## src/rtl/control_pkg.sv

```systemverilog
// Shared RV32I type packages for the MP0 control unit and datapath.
// rv32i_types: opcode/ALU/branch/funct3 encodings.
// rv32i_mux_types: named datapath mux select values.
package rv32i_types;

  typedef enum logic [6:0] {
    op_lui   = 7'b0110111,
    op_auipc = 7'b0010111,
    op_jal   = 7'b1101111,
    op_jalr  = 7'b1100111,
    op_br    = 7'b1100011,
    op_load  = 7'b0000011,
    op_store = 7'b0100011,
    op_imm   = 7'b0010011,
    op_reg   = 7'b0110011,
    op_csr   = 7'b1110011
  } rv32i_opcode;

  typedef enum logic [2:0] {
    beq  = 3'b000,
    bne  = 3'b001,
    blt  = 3'b100,
    bge  = 3'b101,
    bltu = 3'b110,
    bgeu = 3'b111
  } branch_funct3_t;

  typedef enum logic [2:0] {
    add  = 3'b000,
    sll  = 3'b001,
    slt  = 3'b010,
    sltu = 3'b011,
    axor = 3'b100,
    sr   = 3'b101,
    aor  = 3'b110,
    aand = 3'b111
  } arith_funct3_t;

  typedef enum logic [2:0] {
    lb  = 3'b000,
    lh  = 3'b001,
    lw  = 3'b010,
    lbu = 3'b100,
    lhu = 3'b101
  } load_funct3_t;

  typedef enum logic [2:0] {
    sb = 3'b000,
    sh = 3'b001,
    sw = 3'b010
  } store_funct3_t;

  typedef enum logic [2:0] {
    alu_add = 3'b000,
    alu_sll = 3'b001,
    alu_sra = 3'b010,
    alu_sub = 3'b011,
    alu_xor = 3'b100,
    alu_srl = 3'b101,
    alu_or  = 3'b110,
    alu_and = 3'b111
  } alu_ops;

endpackage

package rv32i_mux_types;

  typedef enum logic { pcmux_pc_plus4 = 1'b0, pcmux_alu_out = 1'b1 } pcmux_sel_t;
  typedef enum logic { marmux_pc_out = 1'b0, marmux_alu_out = 1'b1 } marmux_sel_t;
  typedef enum logic { cmpmux_rs2_out = 1'b0, cmpmux_i_imm = 1'b1 } cmpmux_sel_t;
  typedef enum logic { alumux1_rs1_out = 1'b0, alumux1_pc_out = 1'b1 } alumux1_sel_t;

  typedef enum logic [1:0] {
    alumux2_i_imm = 2'd0,
    alumux2_u_imm = 2'd1,
    alumux2_b_imm = 2'd2,
    alumux2_s_imm = 2'd3
  } alumux2_sel_t;

  typedef enum logic [1:0] {
    regfilemux_alu_out = 2'd0,
    regfilemux_br_en   = 2'd1,
    regfilemux_u_imm   = 2'd2,
    regfilemux_mdr     = 2'd3
  } regfilemux_sel_t;

endpackage

```

## src/rtl/control.sv

```systemverilog
// Multicycle Moore control unit for the RV32I MP0 core.
// Optional feature: CONTROL_ILLEGAL_HALT_EN -- illegal instructions park the
// machine in HALT with a sticky illegal flag; otherwise they retire as NOPs.
module control
  import rv32i_types::*;
  import rv32i_mux_types::*;
(
  input  logic            clk,
  input  logic            rst,
  input  rv32i_opcode     opcode,
  input  logic [2:0]      funct3,
  input  logic [6:0]      funct7,
  input  logic            br_en,
  input  logic            mem_resp,
  output logic            load_pc,
  output logic            load_ir,
  output logic            load_regfile,
  output logic            load_mar,
  output logic            load_mdr,
  output logic            load_mem_data_out,
  output logic            pcmux_sel,
  output logic            marmux_sel,
  output logic            cmpmux_sel,
  output logic            alumux1_sel,
  output logic [1:0]      alumux2_sel,
  output logic [1:0]      regfilemux_sel,
  output alu_ops          aluop,
  output branch_funct3_t  cmpop,
  output logic            mem_read,
  output logic            mem_write,
  output logic [3:0]      mem_byte_enable,
  output logic            illegal
);

  typedef enum logic [3:0] {
    S_FETCH1, S_FETCH2, S_FETCH3, S_DECODE,
    S_IMM, S_LUI, S_AUIPC, S_BR,
    S_CALC_ADDR, S_LD1, S_LD2, S_ST1, S_ST2,
`ifdef CONTROL_ILLEGAL_HALT_EN
    S_HALT
`else
    S_NOP
`endif
  } state_t;

`ifdef CONTROL_ILLEGAL_HALT_EN
  localparam state_t S_ILL = S_HALT;
`else
  localparam state_t S_ILL = S_NOP;
`endif

  state_t state_q, state_d;

  // Only funct7[5] matters (srai vs srli); the rest is deliberately ignored.
  logic unused_funct7;
  assign unused_funct7 = ^{funct7[6], funct7[4:0]};

  // State register; reset restarts at instruction fetch.
  always_ff @(posedge clk) begin
    if (rst) state_q <= S_FETCH1;
    else     state_q <= state_d;
  end

  // Next-state sequencing; memory states hold until mem_resp.
  always_comb begin
    state_d = state_q;
    case (state_q)
      S_FETCH1: state_d = S_FETCH2;
      S_FETCH2: if (mem_resp) state_d = S_FETCH3;
      S_FETCH3: state_d = S_DECODE;
      S_DECODE: begin
        case (opcode)
          op_imm:   state_d = S_IMM;
          op_lui:   state_d = S_LUI;
          op_auipc: state_d = S_AUIPC;
          op_br:    state_d = S_BR;
          op_load:  state_d = (funct3 == lw) ? S_CALC_ADDR : S_ILL;
          op_store: state_d = (funct3 == sw) ? S_CALC_ADDR : S_ILL;
          default:  state_d = S_ILL;
        endcase
      end
      S_CALC_ADDR: state_d = (opcode == op_store) ? S_ST1 : S_LD1;
      S_LD1:    if (mem_resp) state_d = S_LD2;
      S_ST1:    if (mem_resp) state_d = S_ST2;
`ifdef CONTROL_ILLEGAL_HALT_EN
      S_HALT:   state_d = S_HALT;
`endif
      default:  state_d = S_FETCH1;
    endcase
  end

  task automatic set_defaults();
    load_pc           = 1'b0;
    load_ir           = 1'b0;
    load_regfile      = 1'b0;
    load_mar          = 1'b0;
    load_mdr          = 1'b0;
    load_mem_data_out = 1'b0;
    pcmux_sel         = pcmux_pc_plus4;
    marmux_sel        = marmux_pc_out;
    cmpmux_sel        = cmpmux_rs2_out;
    alumux1_sel       = alumux1_rs1_out;
    alumux2_sel       = alumux2_i_imm;
    regfilemux_sel    = regfilemux_alu_out;
    aluop             = alu_add;
    cmpop             = branch_funct3_t'(funct3);
    mem_read          = 1'b0;
    mem_write         = 1'b0;
    mem_byte_enable   = 4'b1111;
    illegal           = 1'b0;
  endtask

  // Moore outputs; reset forces everything (including the constant byte
  // enable and the funct3 passthrough) to zero so an access aborts at once.
  always_comb begin
    set_defaults();
    if (rst) begin
      cmpop           = beq;
      mem_byte_enable = 4'b0000;
    end else begin
      case (state_q)
        S_FETCH1: load_mar = 1'b1;
        S_FETCH2: begin mem_read = 1'b1; load_mdr = 1'b1; end
        S_FETCH3: load_ir = 1'b1;
        S_IMM: begin
          load_regfile = 1'b1;
          load_pc      = 1'b1;
          aluop        = alu_ops'(funct3);
          case (funct3)
            slt: begin
              cmpmux_sel = cmpmux_i_imm; cmpop = blt;
              regfilemux_sel = regfilemux_br_en;
            end
            sltu: begin
              cmpmux_sel = cmpmux_i_imm; cmpop = bltu;
              regfilemux_sel = regfilemux_br_en;
            end
            sr: aluop = funct7[5] ? alu_sra : alu_srl;
            default: ;
          endcase
        end
        S_LUI: begin
          regfilemux_sel = regfilemux_u_imm;
          load_regfile = 1'b1; load_pc = 1'b1;
        end
        S_AUIPC: begin
          alumux1_sel = alumux1_pc_out; alumux2_sel = alumux2_u_imm;
          load_regfile = 1'b1; load_pc = 1'b1;
        end
        S_BR: begin
          alumux1_sel = alumux1_pc_out; alumux2_sel = alumux2_b_imm;
          pcmux_sel = br_en; load_pc = 1'b1;
        end
        S_CALC_ADDR: begin
          marmux_sel = marmux_alu_out; load_mar = 1'b1;
          if (opcode == op_store) begin
            alumux2_sel = alumux2_s_imm; load_mem_data_out = 1'b1;
          end
        end
        S_LD1: begin mem_read = 1'b1; load_mdr = 1'b1; end
        S_LD2: begin
          regfilemux_sel = regfilemux_mdr;
          load_regfile = 1'b1; load_pc = 1'b1;
        end
        S_ST1: mem_write = 1'b1;
        S_ST2: load_pc = 1'b1;
`ifdef CONTROL_ILLEGAL_HALT_EN
        S_HALT: illegal = 1'b1;
`else
        S_NOP: load_pc = 1'b1;
`endif
        default: ;
      endcase
    end
  end

endmodule

```

## config.mk

```make
export PLATFORM = sky130hd
export DESIGN_NAME = control
export DESIGN_NICKNAME = d
export VERILOG_FILES = /design/src/rtl/control_pkg.sv /design/src/rtl/control.sv
export SDC_FILE = /design/constraint.sdc
export NUM_CORES = 1
export LEC_CHECK = 0
export CELL_PAD_IN_SITES_DETAIL_PLACEMENT = 0
export CELL_PAD_IN_SITES_GLOBAL_PLACEMENT = 2
export CORE_ASPECT_RATIO = 1.1
export CORE_UTILIZATION = 15
export CTS_CLUSTER_DIAMETER = 150
export DETAILED_ROUTE_END_ITERATION = 10
export GPL_TIMING_DRIVEN = 1
export PLACE_DENSITY = 0.86
export SETUP_SLACK_MARGIN = 0.02
export SYNTH_ARGS = -nofsm -noshare
export SYNTH_HDL_FRONTEND = slang
export SYNTH_SLANG_ARGS = --single-unit
```

## constraint.sdc

```tcl
create_clock -name clk -period 1.6 [get_ports clk]
set_input_delay 0.16 -clock clk [delete_from_list [all_inputs] [get_ports clk]]
set_output_delay 0.16 -clock clk [all_outputs]
set_load 0.02 [all_outputs]
```

==> summary.txt <==
Setup path
  – Reg2reg path depth: 6
  – Origin of the worst setup path: state_q[1]$_SDFFE_PP0P_
  – Critical Path End: cmpop[1]
  – Crit path capture type: output port
  – Worst r2r src: state_q[0]$_SDFFE_PP0P_
  – Type of the worst setup path: flop to output port
  – CP max FO: 4
  – WP data arrival: 1660 ps
  – R2r setup slk: -130 ps
  – Reg-to-Reg End: state_q[1]$_SDFFE_PP0P_
  – Critical Path Source Type: flop
  – WP data required: 1440 ps

Clock tree
  – CTS sink count: 4
  – Clk buf depth: 2
  – Num CTS Buffers: 3
  – Clk root buf: clkbuf_8
  – Clock H-tree levels: 1
  – CTS tree: done
  – Cts hold-fix bufs: 0
  – Clk Latency, worst-skew pair: 220 ps
  – Clock-pin slew on the worst setup and hold paths: 30 ps

Final layout
  – Largest registers: state_q x4
  – Area growth, synth to finish: 132%
  – Final core occ: 37.3%
  – Layout Nets: 183
  – Biggest register: state_q
  – Layout cells sized above 1: 56.3%
  – Max FFs per register: 4
  – Number of inserted diodes: 0

Logic synthesis
  – Post-synth top cells: 13 x nand2_1, 8 x nor2_1
  – Avg Inst Size Synth: 6.40 µm²
  – Syn nets: 115
  – Synth Cell Area: 602 µm²
  – EDFF count, synth: 0
  – Synth top area cells: dfxtp_1 13%, nand2_1 8.1%, buf_4 6.2%
  – Flops & latches, synth: 4
  – Most frequent cell after synthesis: nand2_1
  – Post-synth top area share: 13.3%
  – Yosys warns: 0
  – Async SR Flop Fraction: 0%
  – Mux cell area share after synthesis: 0%
  – Simple-Gate Fraction of Synth Area: 51.6%
  – Largest family of logic cells by synthesized area: simple AND/OR/NAND/NOR gates
  – XOR/XNOR share of the synthesized area: 0%
  – Cell taking the most area after synthesis: dfxtp_1
  – Ys flop type: dfxtp_1
  – Compound-Gate Fraction of Synth Area: 22.7%
  – Seq/Total Area, Yosys: 13.3%
  – Post-Syn Instances: 94
  – Synth Area in Adders: 0%
  – Yosys cell types: 34

Placed design
  – Placed wire-length estimate: 1.97 mm
  – RePlAce Congestion: 0.789
  – DP Worst Slack: -1010 ps
  – Port bufs: 40

Timing
  – Clock skew: 1.96 ps
  – Final setup fails: 11
  – Highest Clock Rate: 549 MHz
  – Post-route minimum period: 1820 ps
  – Hold WS: 503 ps
  – Final hold vios: 0
  – Crit share post-route: 114%
  – RSZ-0062 raised after global routing: yes
  – Setup ws final: -221 ps
  – Final Slew Violations: 0

Power
  – Sw Ratio: 36.7%
  – Clock power share: 26.7%
  – Flop pwr share: 16.8%
  – Internal power: 0.000502 W
  – Max IR drop VDD: 209 µV
  – PD cells: 568 nW/µm²
  – Lkg Pwr: 0.600 nW
  – Comb power frac: 56.4%
  – Final total power: 0.000793 W
  – P_sw: 0.000291 W

Global routing
  – Total track usage: 12.4%
  – Vias in the first global route: 925
  – Largest net degree at the start of global routing: 14
  – Initial antenna violation count: 0
  – First-pass GRT wire length: 4.15 mm
  – Overflow after GRT: 0

Die
  – Die span in x: 62.4 µm
  – Die Height: 68.4 µm
  – Initial core utilization: 16.1%
  – Die footprint: 4270 µm²
  – Core area: 3740 µm²
  – IO Count: 48
  – Row cnt: 23

Routing
  – Wirelength per Cell: 12.1 µm
  – 1st-iter DRT viols: 17
  – DR pass1 iterations: 4
  – Post-route ant nets: 0
  – Via count: 933
  – Final wirelength: 2.53 mm
  – Drt drc: 0
  – Vias per std cell: 4.44

Min path
  – Hold Crit Start: opcode[2]
  – Tightest Hold Check Type: primary input to flop

Status
  – Violated checks: setup timing
  – Status: complete, but fails checks

Job
  – Max-Cap Viols: 0
-- logic make-up after synthesis --
logic type	Yosys count
and+or+nand+nor	55
AOI/OAI and AO/OA	20
buffers and inverters	14
DFF	4
other	1
-- worst max-delay path, cell delays in order (launching register included) --
cell     delay [ps]
dfxtp_2         330
or4b_4          540
buf_6           140
o311a_1         290
buf_6           130
-- cell usage in the layout (no fill, tap or decap), drive strengths merged, types with 5 or more instances in the layout --
cell type      synthesis  routed
clkdlybuf4s50          0       6
nand2                 13      13
nor3                   5       5
buf                    5      55
nor4                   5       5
a21oi                  5       5
nor2                   8       8
dlygate4sd2            0       7
-- per-stage QoR --
stage / TNS (ps) / instances / instance area [µm²]
floorplan: -173 / 94 / 647
global placement: -11200 / 204 / 1270
detailed placement: -11340 / 204 / 1270
CTS: -1750 / 210 / 1340
global route: -2130 / 210 / 1400
finish: -1430 / 210 / 1400
-- power by group through the flow --
stage | Sequential [W] | Clock, W | Combinational, W
6_report | 0.000133 | 0.000212 | 0.000448
5_1_grt | 0.000135 | 0.000221 | 0.000486
4_1_cts | 0.000133 | 0.000215 | 0.000427
3_5_place_dp | 0.000128 | 0 | 0.000411
3_3_place_gp | 0.000126 | 0 | 0.000406
2_1_floorplan | 0.000124 | 0 | 0.000198
-- metal layers --
metal / track usage [%] / vias up / wire length, µm
met4: 5.23 / 0 / 24
met3: 1.33 / 3 / 109
met5: 0 / - / 0
met2: 24.0 / 27 / 1340
met1: 13.9 / 432 / 1060
li1: - / 471 / -
-- how the worst min path moves through the flow --
stage / to / cells after the start
after floorplan: state_q[1]$_SDFFE_PP0P_ / 1
after global placement: state_q[3]$_SDFFE_PP0P_ / 3
after detailed placement: state_q[3]$_SDFFE_PP0P_ / 3
after CTS: state_q[2]$_SDFFE_PP0P_ / 6
after global routing: state_q[0]$_SDFFE_PP0P_ / 5
final: state_q[2]$_SDFFE_PP0P_ / 6
-- area by class of cell --
cell class,instances,area [µm²]
clock buffers,3,41.3
fillers,417,2340
inverters,5,22.5
multi-input cells,76,588
flip-flops and latches,4,83.8
well taps,50,62.6
repair buffers,72,598
-- repair_timing --
item	CTS	global route
setup endpoints to repair	27	19
pin swaps	11	6
buffers inserted	3	0
cloned	0	0
gates resized for setup	146	18
Note: power is estimated with default switching activity, not from simulation.
